## src/rtl/excep_issue_pkg.sv

```systemverilog
// rtl/excep_issue_pkg.sv - exception bit indices, size codes, state encoding and alignment check
package excep_issue_pkg;

  localparam int EXC_ADEL_FETCH = 31;
  localparam int EXC_RI         = 30;
  localparam int EXC_OV         = 29;
  localparam int EXC_BP         = 28;
  localparam int EXC_SYS        = 27;
  localparam int EXC_ADEL_DATA  = 26;
  localparam int EXC_ADES       = 25;
  localparam int EXC_ERET       = 0;

  localparam logic [1:0] SIZE_BYTE = 2'b00;
  localparam logic [1:0] SIZE_HALF = 2'b01;
  localparam logic [1:0] SIZE_WORD = 2'b10;

  typedef enum logic {
    ST_IDLE = 1'b0,
    ST_WAIT = 1'b1
  } state_e;

  // Returns {load fault, store fault}; byte accesses never fault, size 11 behaves as word.
  function automatic logic [1:0] align_fault(input logic       is_load,
                                             input logic       is_store,
                                             input logic [1:0] size,
                                             input logic [1:0] addr_lo);
    logic mis;
    mis = 1'b0;
    if (size == SIZE_HALF) mis = addr_lo[0];
    else if (size != SIZE_BYTE) mis = (addr_lo != 2'b00);
    return {is_load & mis, is_store & mis};
  endfunction

endpackage

```

## src/rtl/excep_issue.sv

```systemverilog
// rtl/excep_issue.sv - MEM-stage exception initiator: raise to cp0, freeze, flush and redirect
module excep_issue
  import excep_issue_pkg::*;
#(
  parameter int WAIT_MAX = 4,
  parameter int CNT_W    = 16
) (
  input  logic             clk,
  input  logic             rst,
  input  logic             mem_valid_i,
  input  logic [31:0]      mem_pc_i,
  input  logic             mem_in_delayslot_i,
  input  logic [31:0]      mem_excep_i,
  input  logic             mem_is_load_i,
  input  logic             mem_is_store_i,
  input  logic [1:0]       mem_size_i,
  input  logic [31:0]      mem_addr_i,
  input  logic             cp0_flush_i,
  input  logic [31:0]      cp0_return_pc_i,
  output logic [31:0]      exception_type_o,
  output logic [31:0]      pc_o,
  output logic [31:0]      exception_addr_o,
  output logic             now_in_delayslot_o,
  output logic             mem_kill_o,
  output logic             stall_o,
  output logic             flush_o,
  output logic             redirect_valid_o,
  output logic [31:0]      redirect_pc_o,
  output logic             excep_lost_o,
  output logic [CNT_W-1:0] excep_count_o
);

  localparam int WAIT_W = $clog2(WAIT_MAX) + 1;

  state_e             state_q, state_d;
  logic [WAIT_W-1:0]  wait_cnt_q, wait_cnt_d;
  logic               lost_q, lost_d;
  logic [CNT_W-1:0]   count_q, count_d;

  logic [1:0]         align;
  logic [31:0]        exc_type;
  logic               has_exc;

  // Merge alignment faults into the upstream flags; a fetch fault masks any data-side fault.
  always_comb begin
    align    = align_fault(mem_is_load_i, mem_is_store_i, mem_size_i, mem_addr_i[1:0]);
    exc_type = mem_excep_i;
    if (mem_valid_i && !mem_excep_i[EXC_ADEL_FETCH]) begin
      exc_type[EXC_ADEL_DATA] = mem_excep_i[EXC_ADEL_DATA] | align[1];
      exc_type[EXC_ADES]      = mem_excep_i[EXC_ADES] | align[0];
    end
    has_exc = mem_valid_i && (exc_type != 32'd0);
  end

  // Next-state and output decode; every output stays low while in reset.
  always_comb begin
    state_d            = state_q;
    wait_cnt_d         = wait_cnt_q;
    lost_d             = lost_q;
    count_d            = count_q;
    exception_type_o   = 32'd0;
    pc_o               = 32'd0;
    exception_addr_o   = 32'd0;
    now_in_delayslot_o = 1'b0;
    mem_kill_o         = 1'b0;
    stall_o            = 1'b0;
    flush_o            = 1'b0;
    redirect_valid_o   = 1'b0;
    redirect_pc_o      = 32'd0;
    if (!rst) begin
      case (state_q)
        ST_IDLE: begin
          if (cp0_flush_i) begin
            // cp0-originated flush (interrupt/timer) takes priority over a MEM exception
            flush_o          = 1'b1;
            redirect_valid_o = 1'b1;
            redirect_pc_o    = cp0_return_pc_i;
            mem_kill_o       = 1'b1;
          end else if (has_exc) begin
            exception_type_o   = exc_type;
            pc_o               = mem_pc_i;
            exception_addr_o   = exc_type[EXC_ADEL_FETCH] ? mem_pc_i : mem_addr_i;
            now_in_delayslot_o = mem_in_delayslot_i;
            mem_kill_o         = 1'b1;
            if (count_q != {CNT_W{1'b1}}) count_d = count_q + CNT_W'(1);
            wait_cnt_d = '0;
            state_d    = ST_WAIT;
          end
        end
        ST_WAIT: begin
          stall_o    = 1'b1;
          mem_kill_o = 1'b1;
          wait_cnt_d = wait_cnt_q + WAIT_W'(1);
          if (cp0_flush_i) begin
            flush_o          = 1'b1;
            redirect_valid_o = 1'b1;
            redirect_pc_o    = cp0_return_pc_i;
            state_d          = ST_IDLE;
          end else if (wait_cnt_q == WAIT_W'(WAIT_MAX - 1)) begin
            // cp0 never answered (nested exception with EXL set): record it and let the pipe run
            lost_d  = 1'b1;
            state_d = ST_IDLE;
          end
        end
        default: state_d = ST_IDLE;
      endcase
    end
  end

  // State, wait counter, sticky lost flag and issued-exception counter.
  always_ff @(posedge clk) begin
    if (rst) begin
      state_q    <= ST_IDLE;
      wait_cnt_q <= '0;
      lost_q     <= 1'b0;
      count_q    <= '0;
    end else begin
      state_q    <= state_d;
      wait_cnt_q <= wait_cnt_d;
      lost_q     <= lost_d;
      count_q    <= count_d;
    end
  end

  assign excep_lost_o  = lost_q;
  assign excep_count_o = count_q;

endmodule

```

## config.mk

```make
export PLATFORM = sky130hd
export DESIGN_NAME = excep_issue
export DESIGN_NICKNAME = d
export VERILOG_FILES = /design/src/rtl/excep_issue_pkg.sv /design/src/rtl/excep_issue.sv
export SDC_FILE = /design/constraint.sdc
export NUM_CORES = 1
export LEC_CHECK = 0
export ABC_CLOCK_PERIOD_IN_PS = 7900
export CAP_MARGIN = 20
export CORE_AREA = 4 4 111 113
export CTS_CLUSTER_SIZE = 20
export DETAILED_ROUTE_END_ITERATION = 7
export DIE_AREA = 0 0 115 117
export PLACE_DENSITY = 0.78
export REMOVE_ABC_BUFFERS = 1
export SETUP_SLACK_MARGIN = 0.1
export SLEW_MARGIN = 5
export SYNTH_ARGS = -nofsm -noshare
export SYNTH_HDL_FRONTEND = slang
export SYNTH_SLANG_ARGS = --single-unit
```

## constraint.sdc

```tcl
create_clock -name clk -period 7.9 [get_ports clk]
set_clock_uncertainty 0.1 [all_clocks]
set_input_delay 1.58 -clock clk [delete_from_list [all_inputs] [get_ports clk]]
set_output_delay 1.58 -clock clk [all_outputs]
set_load 0.01 [all_outputs]
```

Word level (Yosys, flattened, before mapping). Cells that the tools add are included.

Output and inout bits: 150. Logic and storage cells: 63. Register bits after elaboration: 21. Bits of input ports: 137.

Add/sub/neg operators: 2. Bitwise operators: 6. Reductions and logical operators: 9. Equality and inequality tests: 5. Multiplexer cells: 37.

Operators with widths (number): two-way mux 32 bit (15); nonzero test 32 bit (1); adder 16 x 1 -> 16 bit, second input constant (1); two-way mux 1 bit (16); != test 16 bit, second input constant (1); two-way mux 3 bit (2); case mux 3 bit (2 select lines) (1); != test 2 bit, second input constant (2); case mux 1 bit (2 select lines) (2); AND reduction 4 bit (1); nonzero test 2 bit (2); adder 3 x 1 -> 3 bit, second input constant (1); == test 3 x 2 -> 1 bit, second input constant (1); AND reduction 3 bit (1); bitwise AND 1 bit (2); == test 2 x 1 -> 1 bit, second input constant (1); logical AND 1 bit (2); two-way mux 2 bit (1); inverter 1 bit (2); OR 1 bit (2); AND reduction 2 bit (1); logical NOT 1 bit (1).

Longest topological paths before layout. Gate-level depths: netlist of the first run.

Word-level depth: 12. Gate-level depth with buffers: 9. Gate-level depth less buffers: 7.

Least setup slack after synthesis of the first run. Ideal clock, no wire load.

Path kind: input -> output. Start: input mem_excep_i[31]. End: output exception_type_o[0]. Required time: 6.220 ns. Path slack: 2.905 ns. Buffers on the path: 2. Cell stages on the path: 8. Data arrival time: 3.315 ns. Cells stage by stage: buf_6 nor4_1 nand4_1 a2111oi_4 and2_1 nor2_2 buf_6 and2_1.

Cells in the longest elaborated chain, start to end: 9.

Ends and longest elaborated chain: start, declared (line excep_issue.sv:13) `input logic [31:0] mem_excep_i,`; logical NOT 1 bit (line excep_issue.sv:48) `if (mem_valid_i && !mem_excep_i[EXC_ADEL_FETCH]) begin`; logical AND 1 bit (line excep_issue.sv:48); two-way mux 2 bit (line excep_issue.sv:48); nonzero test 32 bit (*) (line excep_issue.sv:52) `has_exc = mem_valid_i && (exc_type != 32'd0);`; logical AND 1 bit (*) (line excep_issue.sv:52); two-way mux 32 bit (*) (line excep_issue.sv:79) `end else if (has_exc) begin`; two-way mux 32 bit (*) (line excep_issue.sv:73) `if (cp0_flush_i) begin`; two-way mux 32 bit (*) (line excep_issue.sv:71) `case (state_q)`; two-way mux 32 bit (*) (line excep_issue.sv:70) `if (!rst) begin`; end, declared (line excep_issue.sv:20) `output logic [31:0] exception_type_o,`.

Mark *: on every way between the ends. The rest lies on a longest branch, timed or not.

Worst setup path after layout of the first run.
Start: input mem_excep_i[17]. End: output exception_type_o[17].

Cells in the longest elaborated chain, start to end: 6.

Ends and longest elaborated chain (line): nonzero test 32 bit (excep_issue.sv:52); logical AND 1 bit (excep_issue.sv:52); two-way mux 32 bit (*) (excep_issue.sv:79); two-way mux 32 bit (*) (excep_issue.sv:73); two-way mux 32 bit (*) (excep_issue.sv:71); two-way mux 32 bit (*) (excep_issue.sv:70).

Marks and branches as above.

==> out/results.ini, run 1 <==
[synthesis]
ys_types = 37
synth_compound_area_frac = 0.0880
synth_edf_count = 0
yosys_warnings = 0
syn_inst = 328
postSynthAreaPerCell_um2 = 7.28
ys_seq_area_frac = 0.176
synth_flop_cell = dfxtp_1
synth_xor_area_frac = 0.0257
synthMuxAreaShare = 0.162
async_flop_share = 0
synth_top_family_by_area = simple AND/OR/NAND/NOR gates
yosys.area_share.simple = 0.458
synth_fa_ha_area_frac = 0.0157
ys_ff_latch = 21
syn_area_um2 = 2390

[cts]
cts_root_buf = clkbuf_16
numCtsBuffers = 3
clk-insertion-delay-late_ps = 250
clock_path_buffers = 2
tritoncts = done
clk_pin_slew_worst_paths_ps = 60
cts.sinks = 21
cts_resized = 0
h-tree-depth = 1
postCtsHoldBufs = 0
post_cts_buffers = 0

[timing]
setup-violations-final = 0
slew_viol_final = 0
tns_ps = 0
tightest_slew_ps = 1020
fin_crit_sh = 0.810
fin_crit_ps = 6400
slew_headroom = 0.319
hold_violations = 0
rsz0062_at_grt = false
fmax_ghz = 0.156

[detailed_routing]
drt_wl_total_mm = 11.9
drt_pass1_iterations = 4
num_vias = 3308
drc = 0
wl_per_cell_um = 16.0
detail-route-antenna-nets = 0
drt_iter0_markers = 142
vias_per_cell = 4.45

[power]
ir_worst_vdd_uv = 79.7
p_leak_nw = 2.04
p_per_area_nw_per_um2 = 72.9

[finish]
regArea_um2 = 420
multiInputGateArea_um2 = 1790
fillers = 1049
area_growth_pct = 126
postLayoutCoreUtil = 0.476
nets = 741
fin_area_um2 = 5390
drive_gt1_frac = 0.0367

[global_routing]
antenna_found_initial = 1
grt_pass1_wl_mm = 17.9
grt_max_degree = 50
grt_pass1_vias = 3374
gr-total-overflow = 0
grt_use_total = 0.166

[floorplan]
num_rows = 39
die_h_um = 117
core_um2 = 11300
dieArea_um2 = 13500
start_util = 0.211
die_w_um = 115
ios = 287

[setup_path]
crit_chain = clkdlybuf4s50_1 > nor4_1 > nand4_1 > a2111oi_4 > and2_1 > nor2_2 > buf_4 > and2_1 > clkdlybuf4s50_1
path_buf_inv = 3
critPathTopFamily = buffers and inverters
crit_path_end_kind = output port
path_max_fanout = 49
cp_slowest_cell = a2111oi_4
startpoint_type = primary input
cpPeakStageDelay_ps = 730
critPathRequiredTime_ps = 6220
critPathKind = primary input to output port
arrival_ps = 4720

[hold_path]
worstHoldPathType = register to register

[place]
gp_congestion = 0.917
portBuffers = 286
dpl_cell_area_um2 = 5310
hpwlAfterDp_mm = 10.3

[flow_run]
maxCapViolations = 0

[run_status]
status = complete, no violations

-- cell usage after synthesis, drive strengths merged, types with 3 or more instances --
| library cell | instances | area [um2] |
|---|---|---|
| a211oi | 5 | 37.5 |
| and2 | 97 | 607 |
| xnor2 | 7 | 61.3 |
| nor2b | 4 | 25.0 |
| nor2 | 60 | 228 |
| nand2b | 4 | 25.0 |
| inv | 6 | 22.5 |
| nand2 | 13 | 48.8 |
| nand3 | 3 | 15.0 |
| dfxtp | 21 | 420 |
| clkbuf | 11 | 41.3 |
| a21oi | 7 | 42.5 |
| mux2i | 33 | 330 |
| nand4 | 4 | 25.0 |
| or3 | 5 | 31.3 |
| o21ai | 5 | 25.0 |
| mux2 | 4 | 56.3 |
| and3 | 5 | 31.3 |
| ha | 3 | 37.5 |
| nor4 | 7 | 43.8 |
| buf | 12 | 114 |
-- routing by layer --
| metal | routed length (um) | up-vias | GRT usage |
|---|---|---|---|
| met5 | 0 | - | 0 |
| met4 | 99 | 0 | 0.0250 |
| met3 | 1310 | 8 | 0.0519 |
| met2 | 6150 | 200 | 0.326 |
| met1 | 4320 | 1465 | 0.176 |
| li1 | - | 1635 | - |
-- final timing paths --
kind	start	to	slack (ps)	cells after the start
max	mem_excep_i[17]	exception_type_o[17]	1500	9
max reg2reg	excep_count_o[3]$_SDFFE_PP0P_	excep_count_o[12]$_SDFFE_PP0P_	5330	6
min	excep_lost_o$_SDFFE_PP0P_	excep_lost_o$_SDFFE_PP0P_	380	2
min reg2reg	excep_lost_o$_SDFFE_PP0P_	excep_lost_o$_SDFFE_PP0P_	380	2
-- power by group --
part	internal [mW]	total, mW	switching [mW]	leakage [nW]
clock network	0.0678	0.105	0.0370	0.0409
logic	0.115	0.179	0.0638	1.83
registers	0.107	0.109	0.00181	0.170
total	0.290	0.393	0.103	2.04
-- kinds of logic after synthesis --
logic type | after synthesis
buffers and inverters | 29
DFF | 21
xor gates and xnor gates | 7
adders and majority gates | 3
and+or+nand+nor | 204
AOI/OAI and AO/OA | 27
muxes | 37
-- cell type report --
class	count	area share
diodes	1	0.000464
clock buffers	3	0.0139
clock inverters	1	0.000929
inverters	6	0.00418
multi-input cells	278	0.332
flip-flops and latches	21	0.0780
well taps	143	0.0332
repair buffers	291	0.537
-- metrics by stage --
step	power [mW]	setup slack, ps	hold slack, ps	instances
after global routing	0.414	1220	438	744
final	0.393	1500	384	744
after detailed placement	0.291	1480	368	739
after global placement	0.289	1580	356	739
after floorplan	0.160	2720	362	305
after CTS	0.398	1480	381	743
-- layout by cell type, fill, tap and decap left out, types with 4 or more instances in the layout --
cell             Yosys  routed
clkdlybuf4s50_1      0     285
nand2_1             13      13
nor2b_1              4       4
buf_4                4       5
a21oi_1              5       5
and3_1               5       5
or3_1                5       5
nor2_1              59      59
a211oi_1             5       5
and2_1              97      97
nor4_1               7       7
mux2i_1             33      33
dfxtp_1             21      21
xnor2_1              7       7
nand2b_1             4       4
inv_1                6       6
o21ai_0              5       5
nand4_1              4       4
-- flip-flops by register name, summed over array words and instances (netlist names) --
name           count
excep_count_o     16
wait_cnt_q         3
state_q            1
excep_lost_o       1
-- tightest hold or removal path: stages (launching register included) --
cell and delay [ps]:
dfxtp_1 330, a31oi_1 40, nor2_1 70
Power figures use the tool's default switching activity.
==> run 2: changes to the inputs <==
--- a/config.mk
+++ b/config.mk
@@ -5,13 +5,13 @@
 export SDC_FILE = /design/constraint.sdc
 export NUM_CORES = 1
 export LEC_CHECK = 0
-export ABC_CLOCK_PERIOD_IN_PS = 7900
+export ABC_CLOCK_PERIOD_IN_PS = 6040
 export CAP_MARGIN = 20
-export CORE_AREA = 4 4 111 113
+export CORE_AREA = 4 4 108 110
 export CTS_CLUSTER_SIZE = 20
 export DETAILED_ROUTE_END_ITERATION = 7
-export DIE_AREA = 0 0 115 117
-export PLACE_DENSITY = 0.78
+export DIE_AREA = 0 0 112 114
+export PLACE_DENSITY = 0.81
 export REMOVE_ABC_BUFFERS = 1
 export SETUP_SLACK_MARGIN = 0.1
 export SLEW_MARGIN = 5
==> constraint.sdc (replaced) <==
create_clock -name clk -period 6.04 [get_ports clk]
set_clock_uncertainty 0.1 [all_clocks]
set_input_delay 1.208 -clock clk [delete_from_list [all_inputs] [get_ports clk]]
set_output_delay 1.208 -clock clk [all_outputs]
set_load 0.01 [all_outputs]
==> out/results.ini, run 2 (synthesis results as in run 1) <==
[run_status]
status = complete, no violations

[finish]
postLayoutCoreUtil = 0.502
final_common_cell = clkdlybuf4s50_1
mostFrequentLayoutCells = clkdlybuf4s50_1, and2_1, nor2_1
fillers = 996
area_growth_pct = 125
multiInputGateArea_um2 = 1790
drive_gt1_frac = 0.0399
regArea_um2 = 420
nets = 743
largest_reg_flops = 16
diodes = 0
fin_area_um2 = 5370

[cts]
cts.sinks = 21
clock_path_buffers = 2
h-tree-depth = 1
numCtsBuffers = 3
clk-insertion-delay-late_ps = 260
clk_pin_slew_worst_paths_ps = 70
cts_resized = 0
tritoncts = done
post_cts_buffers = 0
cts_root_buf = clkbuf_8
postCtsHoldBufs = 0

[global_routing]
grt_pass1_wl_mm = 17.6
grt_use_total = 0.170
grt_pass1_vias = 3321
antenna_found_initial = 0
grt_max_degree = 64
gr-total-overflow = 0

[power]
switching_share = 0.282
p_int_mw = 0.337
p_leak_nw = 2.04
power_frac_clock = 0.198
p_comb_frac = 0.498
power.switching_mw = 0.132
ir_worst_vdd_uv = 67.2
p_per_area_nw_per_um2 = 87.4
finalPower_mw = 0.469
pwr-share-seq = 0.304

[place]
hpwlAfterDp_mm = 10.2
place_ws_ps = 725
portBuffers = 286
gp_congestion = 0.845
dpl_cell_area_um2 = 5320

[floorplan]
core_um2 = 10700
dieArea_um2 = 12800
start_util = 0.223
die_h_um = 114
num_rows = 38
ios = 287
die_w_um = 112

[timing]
fin_ws_ps = 736
rsz0062_at_grt = false
fin_crit_sh = 0.878
tightest_slew_ps = 772
fin_crit_ps = 5300
fmax_ghz = 0.189
tns_ps = 0
setup-violations-final = 0
hold_violations = 0
slew_headroom = 0.480
slew_viol_final = 0

[detailed_routing]
detail-route-antenna-nets = 0
route.met2.wl_mm = 6.06
drc = 0
wl_met1_mm = 4.37
top_layer_used = met4
drt_pass1_iterations = 4
drt_wl_total_mm = 11.8
wl_met3_mm = 1.20
drt_iter0_markers = 105
wl_per_cell_um = 15.8
vias_per_cell = 4.44
num_vias = 3294

[setup_path]
cp-startpoint = mem_excep_i[16]
critPathKind = primary input to output port
critPathRequiredTime_ps = 4730
startpoint_type = primary input
crit_path_end_kind = output port
path_max_fanout = 63
r2r_start = excep_count_o[0]$_SDFFE_PP0P_
arrival_ps = 4000

[flow_run]
maxCapViolations = 0

[hold_path]
hp-start = excep_lost_o$_SDFFE_PP0P_
worstHoldPathType = register to register

## run 2: cell count changes in the layout (fill, tap and decap cells not counted)
cell       previous run  this run
buf_4                 5         7
clkbuf_16             3         0
clkbuf_8              0         3
diode_2               1         0
## run 2: cell type report
type | count | share of cell area
repair buffers | 293 | 0.542
multi-input cells | 278 | 0.334
flip-flops and latches | 21 | 0.0784
well taps | 140 | 0.0326
clock buffers | 3 | 0.00770
inverters | 6 | 0.00420
clock inverters | 1 | 0.000933
## run 2: power by group through the flow
stage | Clock, mW | Sequential (mW) | Combinational (mW)
4_1_cts | 0.0954 | 0.142 | 0.235
6_report | 0.0929 | 0.143 | 0.233
5_1_grt | 0.105 | 0.143 | 0.249
2_1_floorplan | 0 | 0.146 | 0.0633
3_5_place_dp | 0 | 0.146 | 0.234
3_3_place_gp | 0 | 0.146 | 0.232
## run 2: critical path: stages
cell             delay (ps)
clkdlybuf4s50_1         420
nor4_1                  430
nand4_1                 220
a2111oi_4               420
and2_1                  220
nor2_2                   50
buf_4                   270
and2_1                  220
clkdlybuf4s50_1         530
## run 2: stage by stage
step / cells / hold WS, ps
after floorplan: 305 / 362
after global placement: 738 / 351
after detailed placement: 738 / 373
after CTS: 742 / 391
after global routing: 742 / 429
final: 742 / 379
## run 2: per-layer routing
layer,track usage,vias up
met5,0,-
met4,0.0337,0
met3,0.0557,12
met2,0.331,176
met1,0.179,1463
li1,-,1643
## run 2: worst paths after layout
kind              depth (start not counted)  slack (ps)                              to
setup reg to reg                          7        3520  excep_count_o[12]$_SDFFE_PP0P_
hold reg to reg                           2         380       excep_lost_o$_SDFFE_PP0P_
setup / recovery                          9         740            exception_type_o[20]
hold / removal                            2         380       excep_lost_o$_SDFFE_PP0P_
==> run 3: changes to the inputs <==
--- a/config.mk
+++ b/config.mk
@@ -5,7 +5,7 @@
 export SDC_FILE = /design/constraint.sdc
 export NUM_CORES = 1
 export LEC_CHECK = 0
-export ABC_CLOCK_PERIOD_IN_PS = 6040
+export ABC_CLOCK_PERIOD_IN_PS = 5300
 export CAP_MARGIN = 20
 export CORE_AREA = 4 4 108 110
 export CTS_CLUSTER_SIZE = 20
==> constraint.sdc (replaced) <==
create_clock -name clk -period 5.3 [get_ports clk]
set_clock_uncertainty 0.1 [all_clocks]
set_input_delay 1.06 -clock clk [delete_from_list [all_inputs] [get_ports clk]]
set_output_delay 1.06 -clock clk [all_outputs]
set_load 0.01 [all_outputs]
==> out/results.ini, run 3 (synthesis results as in run 1) <==
[setup_path]
critPathKind = primary input to output port
rr_worst_depth = 7
startpoint_type = primary input
r2r_start = excep_count_o[0]$_SDFFE_PP0P_
crit_path_end_kind = output port
critPathRequiredTime_ps = 4140
r2r_slack_ps = 2830
arrival_ps = 3810
path_buf_inv = 3
crit_chain = clkdlybuf4s50_1 > nor4_1 > nand4_1 > a2111oi_4 > and2_1 > nor2_2 > buf_4 > and2_1 > clkdlybuf4s50_1
worstReg2RegEnd = excep_count_o[12]$_SDFFE_PP0P_
critPathTopFamily = buffers and inverters
path_max_fanout = 63
cp_slowest_cell = clkdlybuf4s50_1
cpPeakStageDelay_ps = 520

[cts]
cts_root_buf = clkbuf_8
clock_path_buffers = 2
post_cts_buffers = 0
cts_resized = 0
numCtsBuffers = 3
cts.sinks = 21
h-tree-depth = 1
tritoncts = done
clk-insertion-delay-late_ps = 260
clk_pin_slew_worst_paths_ps = 80
postCtsHoldBufs = 0

[power]
p_per_area_nw_per_um2 = 99.5
ir_worst_vdd_uv = 69.8
p_comb_frac = 0.501
pwr-share-seq = 0.304
finalPower_mw = 0.535
power_frac_clock = 0.195
p_leak_nw = 2.05
switching_share = 0.281
p_int_mw = 0.385
power.switching_mw = 0.150

[global_routing]
gr-total-overflow = 0
grt_max_degree = 64
grt_use_total = 0.176
grt_pass1_vias = 3378
antenna_found_initial = 0
grt_pass1_wl_mm = 18.1

[place]
hpwlAfterDp_mm = 10.4
gp_congestion = 0.835
portBuffers = 286

[detailed_routing]
drt_wl_total_mm = 12.0
wl_per_cell_um = 16.2
detail-route-antenna-nets = 0
drt_pass1_iterations = 4
drt_iter0_markers = 89
num_vias = 3301
vias_per_cell = 4.45
drc = 0

[finish]
area_growth_pct = 125
nets = 743
drive_gt1_frac = 0.0399
fillers = 981
largest_reg_flops = 16
final_common_cell = clkdlybuf4s50_1
mostFrequentLayoutCells = clkdlybuf4s50_1, and2_1, nor2_1
diodes = 0

[timing]
setup-violations-final = 0
fin_crit_sh = 0.938
tightest_slew_ps = 669
tns_ps = 0
slew_headroom = 0.549
rsz0062_at_grt = false
hold_violations = 0
slew_viol_final = 0
fmax_ghz = 0.201
fin_crit_ps = 4970

[run_status]
status = complete, no violations

[floorplan]
die_w_um = 112
core_um2 = 10700
ios = 287
dieArea_um2 = 12800
die_h_um = 114
start_util = 0.223
num_rows = 38

[flow_run]
maxCapViolations = 0

[hold_path]
min_path_cells = 2
hold_end = excep_lost_o$_SDFFE_PP0P_
hp-start = excep_lost_o$_SDFFE_PP0P_
worstHoldPathType = register to register

==> run 3: cell count changes in the layout (fill, tap and decap cells not counted) <==
| cell | delta |
|---|---|
| buf_4 | -1 |
| buf_12 | +1 |
==> run 3: routing by layer <==
layer,vias up,part of all wire,track usage
li1,1638,-,-
met1,1465,0.37,0.182
met2,178,0.51,0.337
met3,20,0.096,0.0589
met4,0,0.024,0.0497
met5,-,0,0
==> run 3: worst min-delay path, delay by kind of cell (launching register included) <==
family             cells  cell delay, ps
and+or+nand+nor        1              70
AOI/OAI and AO/OA      1              40
DFF                    1             340
==> run 3: worst max path at each step <==
| stage | startpoint | to | depth (start not counted) |
|---|---|---|---|
| after floorplan | mem_excep_i[17] | exception_addr_o[0] | 6 |
| after detailed placement | mem_excep_i[16] | exception_type_o[20] | 9 |
| after global routing | mem_excep_i[16] | exception_type_o[20] | 9 |
| after global placement | mem_excep_i[16] | exception_type_o[20] | 9 |
| after CTS | mem_excep_i[16] | exception_type_o[20] | 9 |
| final | mem_excep_i[16] | exception_type_o[20] | 9 |
==> run 3: area by class of cell <==
class | count | area (um2) | share of cell area
Clock buffer | 3 | 41.3 | 0.00768
Clock inverter | 1 | 5.00 | 0.000931
Inverter | 6 | 22.5 | 0.00419
Multi-Input combinational cell | 278 | 1790 | 0.333
Sequential cell | 21 | 420 | 0.0782
Tap cell | 140 | 175 | 0.0326
Timing Repair Buffer | 293 | 2920 | 0.544
==> run 3: power groups by stage <==
stage | combinational, mW | sequential (mW) | clock (mW)
finish | 0.268 | 0.163 | 0.104
global route | 0.286 | 0.163 | 0.114
CTS | 0.270 | 0.163 | 0.109
detailed placement | 0.269 | 0.166 | 0
global placement | 0.265 | 0.166 | 0
floorplan | 0.0721 | 0.166 | 0
==> run 3: stage by stage <==
step / area, um2 / hold slack, ps / utilization / cells / setup slack (ps)
2_1_floorplan: 2230 / 362 / - / 305 / 1160
3_3_place_gp: 5330 / 349 / 0.498 / 738 / 287
3_5_place_dp: 5330 / 363 / 0.498 / 738 / 264
4_1_cts: 5380 / 382 / 0.503 / 742 / 261
5_1_grt: 5380 / 420 / 0.503 / 742 / 148
6_report: 5380 / 378 / 0.503 / 742 / 330
